--- config.mk ---
export PLATFORM = sky130hd
export DESIGN_NAME = column_carry_normalizer
export DESIGN_NICKNAME = d
export VERILOG_FILES = /design/src/rtl/vdf_norm_pkg.sv /design/src/rtl/column_carry_normalizer.sv
export SDC_FILE = /design/constraint.sdc
export NUM_CORES = 1
export LEC_CHECK = 0
export BUFFER_PORTS_ARGS = -buffer_cell sky130_fd_sc_hd__buf_2
export CAP_MARGIN = 25
export CORE_MARGIN = 1.5
export CORE_UTILIZATION = 50
export CTS_BUF_LIST = sky130_fd_sc_hd__clkbuf_4
export CTS_CLUSTER_SIZE = 25
export DETAILED_ROUTE_END_ITERATION = 6
export GPL_TIMING_DRIVEN = 0
export HOLD_SLACK_MARGIN = 0.12
export PLACE_DENSITY = 0.73
export SLEW_MARGIN = 20
export SYNTH_ARGS = -nofsm -noshare
export SYNTH_HDL_FRONTEND = slang
export SYNTH_SLANG_ARGS = --single-unit
--- constraint.sdc ---
create_clock -name clk -period 3.55 [get_ports clk]
set_input_delay 0.5325 -clock clk [delete_from_list [all_inputs] [get_ports clk]]
set_output_delay 0.5325 -clock clk [all_outputs]
set_load 0.05 [all_outputs]
--- src/rtl/vdf_norm_pkg.sv ---
// Shared constants and types for the column carry normalizer that follows the
// squarer's column adder.
package vdf_norm_pkg;

   localparam int DEFAULT_SUM_W   = 42;
   localparam int DEFAULT_DIGIT_W = 17;

   typedef enum logic [0:0] {
      RUN   = 1'b0,
      FLUSH = 1'b1
   } norm_state_t;

   function automatic int carry_width(input int sum_w, input int digit_w);
      return sum_w + 1 - digit_w;
   endfunction

   // Flush digit count is fixed, so every frame is exactly columns + this many digits long.
   function automatic int flush_digits(input int sum_w, input int digit_w);
      int cw;
      cw = carry_width(sum_w, digit_w);
      return (cw + digit_w - 1) / digit_w;
   endfunction

endpackage

--- src/rtl/column_carry_normalizer.sv ---
// Turns a stream of wide column sums (LSB column first) into fixed-width digits,
// propagating the carry between columns and flushing it after the last column.
module column_carry_normalizer
   import vdf_norm_pkg::*;
#(
   parameter int SUM_W   = DEFAULT_SUM_W,
   parameter int DIGIT_W = DEFAULT_DIGIT_W
) (
   input  logic               clk,
   input  logic               reset,
   input  logic               in_valid,
   output logic               in_ready,
   input  logic [SUM_W-1:0]   in_sum,
   input  logic               in_last,
   output logic               out_valid,
   input  logic               out_ready,
   output logic [DIGIT_W-1:0] out_digit,
   output logic               out_last
);

   localparam int CARRY_W      = carry_width(SUM_W, DIGIT_W);
   localparam int FLUSH_DIGITS = flush_digits(SUM_W, DIGIT_W);
   localparam int FCNT_W       = (FLUSH_DIGITS > 1) ? $clog2(FLUSH_DIGITS) : 1;

   norm_state_t                state_r, state_s;
   logic [CARRY_W-1:0]         carry_r, carry_s;
   logic [FCNT_W-1:0]          flush_cnt_r, flush_cnt_s;
   logic                       out_valid_r, out_valid_s;
   logic [DIGIT_W-1:0]         out_digit_r, out_digit_s;
   logic                       out_last_r, out_last_s;

   logic                       out_free_s;
   logic                       in_fire_s;
   logic [SUM_W:0]             sum_ext_s;
   logic [CARRY_W+DIGIT_W-1:0] flush_pad_s;

   assign out_free_s = ~out_valid_r | out_ready;
   assign in_ready   = (state_r == RUN) & out_free_s;
   assign in_fire_s  = in_valid & in_ready;

   // The carry is always below 2^CARRY_W, so this sum cannot overflow SUM_W+1 bits.
   assign sum_ext_s   = {1'b0, in_sum} + {{DIGIT_W{1'b0}}, carry_r};
   assign flush_pad_s = {{DIGIT_W{1'b0}}, carry_r};

   assign out_valid = out_valid_r;
   assign out_digit = out_digit_r;
   assign out_last  = out_last_r;

   // Next-state and next-output decode for the RUN/FLUSH sequencer.
   always_comb begin
      state_s     = state_r;
      carry_s     = carry_r;
      flush_cnt_s = flush_cnt_r;
      out_valid_s = out_valid_r;
      out_digit_s = out_digit_r;
      out_last_s  = out_last_r;
      case (state_r)
         RUN: begin
            if (in_fire_s) begin
               out_digit_s = sum_ext_s[DIGIT_W-1:0];
               out_last_s  = 1'b0;
               out_valid_s = 1'b1;
               carry_s     = sum_ext_s[SUM_W:DIGIT_W];
               if (in_last) begin
                  state_s     = FLUSH;
                  flush_cnt_s = {FCNT_W{1'b0}};
               end else begin
                  state_s     = RUN;
               end
            end else if (out_valid_r & out_ready) begin
               out_valid_s = 1'b0;
            end else begin
               out_valid_s = out_valid_r;
            end
         end
         FLUSH: begin
            if (out_free_s) begin
               out_digit_s = flush_pad_s[DIGIT_W-1:0];
               out_valid_s = 1'b1;
               carry_s     = flush_pad_s[CARRY_W+DIGIT_W-1:DIGIT_W];
               flush_cnt_s = flush_cnt_r + FCNT_W'(1);
               // Last flush digit closes the frame and clears state for the next one.
               if (flush_cnt_r == FCNT_W'(FLUSH_DIGITS - 1)) begin
                  out_last_s  = 1'b1;
                  carry_s     = {CARRY_W{1'b0}};
                  flush_cnt_s = {FCNT_W{1'b0}};
                  state_s     = RUN;
               end else begin
                  out_last_s  = 1'b0;
               end
            end else begin
               flush_cnt_s = flush_cnt_r;
            end
         end
         default: begin
            state_s     = RUN;
            carry_s     = {CARRY_W{1'b0}};
            flush_cnt_s = {FCNT_W{1'b0}};
            out_valid_s = 1'b0;
            out_last_s  = 1'b0;
         end
      endcase
   end

   // State, carry and output registers with synchronous reset.
   always_ff @(posedge clk) begin
      if (reset) begin
         state_r     <= RUN;
         carry_r     <= {CARRY_W{1'b0}};
         flush_cnt_r <= {FCNT_W{1'b0}};
         out_valid_r <= 1'b0;
         out_digit_r <= {DIGIT_W{1'b0}};
         out_last_r  <= 1'b0;
      end else begin
         state_r     <= state_s;
         carry_r     <= carry_s;
         flush_cnt_r <= flush_cnt_s;
         out_valid_r <= out_valid_s;
         out_digit_r <= out_digit_s;
         out_last_r  <= out_last_s;
      end
   end

endmodule

* Word level (Yosys, flattened, before mapping)
Index checks and enable logic that the tools add are counted.
** Operators by class
- Bitwise operators :: 6
- Reductions and logical operators :: 3
- Eq/ne operators :: 4
- Mux-type cells :: 25
- Add/sub/neg operators :: 2
** Operator list (count)
- 26-bit two-way mux :: 2
- 26-bit case mux with 2 select lines :: 1
- 42-bit by 26-bit adder with 43-bit output :: 1
- 17-bit two-way mux :: 2
- 17-bit case mux with 2 select lines :: 1
- 1-bit two-way mux :: 14
- 9-bit two-way mux :: 1
- 1-bit case mux with 2 select lines :: 4
- 2-bit inequality test, second input constant :: 2
- 2-bit AND reduction :: 2
- 1-bit AND :: 3
- 3-bit by 2-bit inequality test with 1-bit output, second input constant :: 1
- 3-bit AND reduction :: 1
- 2-bit by 1-bit inequality test with 1-bit output, second input constant :: 1
- 1-bit inverter :: 2
- 1-bit adder, second input constant :: 1
- 1-bit OR :: 1
** Storage, ports and cells
- Bits of input ports :: 47
- Register bits :: 47
- Output and inout port bits :: 20
- Word-level logic and storage cells :: 46

* Logic depth before layout (Yosys ltp)
- Depth after elaboration :: 6
- Gate-level depth with buffers :: 11
- Gate-level depth less buffers :: 11

* Worst setup path after synthesis
No wires, ideal clock.
- Path type :: input to register
- Start point :: input in_sum[22]
- End point :: register carry_r[18]
- Stages :: 10
- Required time :: 3.423 ns
- Slack :: 0.887 ns
- Library setup time :: 0.127 ns
- Buffers on the path :: 2
- Data arrival time :: 2.536 ns
- Cell sequence :: ha_1 -> buf_2 -> a21o_1 -> a21o_1 -> a21o_1 -> a221o_1 -> a41oi_2 -> buf_6 -> nor4_1 -> or3_1
** On the way
- Word-level cells in the longest chain between the ends :: 3
** Ends and longest elaborated chain
- from (decl) :: line column_carry_normalizer.sv:13 : input logic [SUM_W-1:0] in_sum,
- 42-bit by 26-bit adder with 43-bit output :: line column_carry_normalizer.sv:42 : assign sum_ext_s = {1'b0, in_sum} + {{DIGIT_W{1'b0}}, carry_r};
- 26-bit two-way mux :: line column_carry_normalizer.sv:59 : if (in_fire_s) begin
- 26-bit case mux with 2 select lines :: line column_carry_normalizer.sv:57 : case (state_r)
- to (signal assigned) :: line column_carry_normalizer.sv:109 : carry_r <= {CARRY_W{1'b0}};
- to (signal assigned) :: line column_carry_normalizer.sv:116 : carry_r <= carry_s;
- to (decl) :: line column_carry_normalizer.sv:26 : logic [CARRY_W-1:0] carry_r, carry_s;
Every way passes these cells. The select of a mux whose other input is x is not followed.
A chain may end at the register's enable or synchronous reset.

* Worst setup path in the final report
- Start point :: register carry_r[0]
- End point :: register carry_r[7]
** On the way
- Word-level cells in the longest chain between the ends :: 3
** Ends and longest elaborated chain (line)
- 42-bit by 26-bit adder with 43-bit output :: column_carry_normalizer.sv:42
- 26-bit two-way mux :: column_carry_normalizer.sv:59
- 26-bit case mux with 2 select lines :: column_carry_normalizer.sv:57
Every way passes these cells. The select of a mux whose other input is x is not followed.

==> summary.md <==
| Metric | Value |
|---|---|
| Die W | `89.14 um` |
| CP max stage delay | `0.46 ns` |
| Final RePlAce weighted congestion | `0.9401` |
| CP max stage cell | `a221oi_2` |
| First-pass GRT wire length | `17,120 um` |
| Buffers on Ports | `64` |
| RR Startpoint | `carry_r[0]` |
| Minimum clock period | `between 2 and 3 ns` |
| CP Class | `register to register` |
| Final WL | `~11,000 um` |
| Hold Path Origin | `in_last` |
| Area grow syn2layout | `14.37%` |
| Peak supply drop | `around 180 uV` |
| Syn Std Cell Area | `between 3000 and 4000 um^2` |
| DRC viols | `0` |
| Initial core utilization | `0.5142` |
| CP most frequent cell | `o31a_1` |
| Most frequent cell after synthesis | `nand2_1` |
| Worst R2R End | `carry_r[7]` |
| Post-Syn Instances | `486` |
| Status | `completed` |
| Max Clk Rate | `between 300 and 400 MHz` |
| Yosys reg bits | `between 40 and 50` |
| Layout Skew | `about 0.016 ns` |
| CTS Root Cell | `clkbuf_4` |
| Die Area | `around 7900 um^2` |
| Final hold violations | `0` |
| Initial DRC Count | `183` |
| Final period util | `0.8031` |
| Leak pwr | `1.868 nW` |
| Largest net degree at the start of global routing | `17` |
| Tightest Pin Transition | `approximately 0.73 ns` |
| Sequential cell area fraction in the yosys report | `0.2536` |
| Slew Limit Fails | `0` |
| Initial antenna violation count | `0` |
| # Post-CTS Setup Buffers | `0` |
| Post-synth top area cell | `dfxtp_1` |
| Ys flop type | `dfxtp_1` |
| Die height | `between 80 and 90 um` |
| Ratio of cells with drive above 1 in the final layout | `0.1631` |
| Crit-path cells | `ha_1, inv_1, fa_1, nor2b_1, o31a_1, o31a_1, a221oi_2, o21ai_1, a31oi_1, xor2_1, a211oi_1` |
| Ys async rst share | `0` |
| YS warnings | `0` |
| GR Overflow Total | `0` |
| Worst reg-to-reg path cell count | `11` |
| Rows | `31` |
| Power Total | `1.781 mW` |
| Antenna cell count | `0` |
| Final setup violation count | `0` |
| Post-DP HPWL | `about 8500 um` |
| Hold WS | `0.4223 ns` |
| Syn Area/Cell | `approximately 7.6 um^2` |
| Worst-path clk slew | `0.16 ns` |
| Flop2flop setup slack | `~0.7 ns` |
| Max-cap violations | `0` |
| Worst-path maximum fanout | `4` |
| Vias in the first global route | `3,557` |
| H-tree depth | `2` |
| Hold Path Class | `primary input to register` |
| Worst slew margin | `0.5129` |
| # hold bufs at CTS | `0` |
| Drt pass-1 iters | `5` |
| Num CTS Buffers | `5` |
| Hold Path End | `state_r` |
| Count of different cell masters after synthesis | `between 60 and 70` |
| Setup_tns | `0 ns` |
| Worst-skew pair later-pin latency | `0.38 ns` |
| EDFF count, synth | `0` |
| CP required | `between 3 and 4 ns` |
| GRT Util Overall | `0.2808` |
| Wire length per cell | `between 15 and 20 um` |
| Synth area leaders | `dfxtp_1 (25%), ha_1 (8.8%), nand2_1 (6.5%)` |
| TritonCTS clock tree | `yes` |
| Final ANT Viol Nets | `0` |
| RSZ-0062 raised after global routing | `no` |
| Final #Nets | `~630` |
| PwrDens | `419.7 nW/um^2` |
| Crit path arrival time | `roughly 3.1 ns` |
| Crit end category | `register` |
| Syn Nets | `560` |
| Top-Level Pins | `67` |
| Worst Setup SP | `carry_r[0]` |
| CTS resizes | `0` |
| Clk sink count | `47` |
| Share of the synthesized area in the top cell type | `0.2536` |
| Via Count | `3,948` |
| Core area | `between 7000 and 8000 um^2` |
| Via density | `around 6` |
| Hold path depth | `3` |
| Most frequent cells after synthesis | `nand2_1 (64), dfxtp_1 (47), nor2_1 (43)` |
| Startpoint Class | `register` |
| Max clock buf depth | `2` |
-- layout make-up --
| cell class | instances | area [um^2] |
|---|---|---|
| inverter | 11 | 41.29 |
| timing repair buffer | 64 | 320.3 |
| fill | 725 | 2972 |
| multi-input combinational | 402 | 2621 |
| buffer | 26 | 111.4 |
| clock buffer | 5 | 37.54 |
| clock inverter | 3 | 46.29 |
| sequential | 47 | 940.9 |
| tap | 99 | 123.9 |
-- state kept, by name, indices dropped and copies added (netlist names) --
register     cells
flush_cnt_r      1
out_valid        1
carry_r         26
state_r          1
out_last         1
out_digit       17
-- placed cells by master, fill, tap and decap left out, drive strengths merged, types with 3 or more instances in the layout --
cell type and instances:
a211o 3, a211oi 14, a21o 14, a21oi 43, a221oi 4, a311oi 6, a31oi 6, a32oi 4
and2 3, and3 12, buf 72, clkbuf 23, dfxtp 47, ha 26, inv 12, mux2 3
mux2i 7, nand2 64, nand2b 3, nand3 21, nand4 6, nor2 43, nor2b 5, nor3 11
nor4 3, o211ai 3, o21ai 32, o21bai 6, or3 3, or4 4, xnor2 17, xor2 10
-- worst max path at each step --
stage / endpoint / cells after the start / slack, ns
final: carry_r[7] / 11 / 0.70
after detailed placement: carry_r[7] / 12 / 0.43
after CTS: carry_r[7] / 11 / 0.71
after global routing: carry_r[7] / 11 / 0.51
after floorplan: carry_r[18] / 10 / 0.89
after global placement: carry_r[7] / 12 / 0.47
-- worst max-delay path, delay by kind of cell (launching register included) --
family / cells / cell delay, ns
buffers and inverters: 1 / 0.07
DFF: 1 / 0.37
xor gates and xnor gates: 1 / 0.19
adders and majority gates: 2 / 0.41
AOI/OAI and AO/OA: 6 / 1.60
and+or+nand+nor: 1 / 0.07
-- logic make-up after synthesis --
kind of cell / after synthesis / synth area share
XOR/XNOR: 27 / 0.06374
multiplexers: 10 / 0.02799
AND/OR/NAND/NOR: 182 / 0.2270
adder cells (fa/ha/maj): 27 / 0.09309
flip-flops: 47 / 0.2536
buffers and inverters: 37 / 0.04114
AO/OA/AOI/OAI: 156 / 0.2934
-- routing by layer --
| metal | share of wire | up-vias | GRT usage |
|---|---|---|---|
| met4 | 0.027 | 0 | 0.1091 |
| met1 | 0.44 | 1842 | 0.3554 |
| li1 | - | 1944 | - |
| met3 | 0.054 | 21 | 0.03786 |
| met5 | 0 | - | 0 |
| met2 | 0.48 | 141 | 0.4833 |
-- metrics by stage --
stage | worst slack [ns] | util | area [um^2] | std cells
after floorplan | 0.8874 | - | 3710 | 486
after global placement | 0.4704 | 0.5758 | 4154 | 649
after detailed placement | 0.4273 | 0.5758 | 4154 | 649
after CTS | 0.7147 | 0.5874 | 4238 | 657
after global routing | 0.5134 | 0.5881 | 4243 | 657
final | 0.6989 | 0.5881 | 4243 | 657
-- power breakdown --
part	total [mW]	internal (mW)	leakage [nW]	switching (mW)
logic	0.782	0.287	1.44	0.495
clock network	0.350	0.151	0.0418	0.199
registers	0.649	0.593	0.389	0.0557
(Power assumes the default switching activity.)
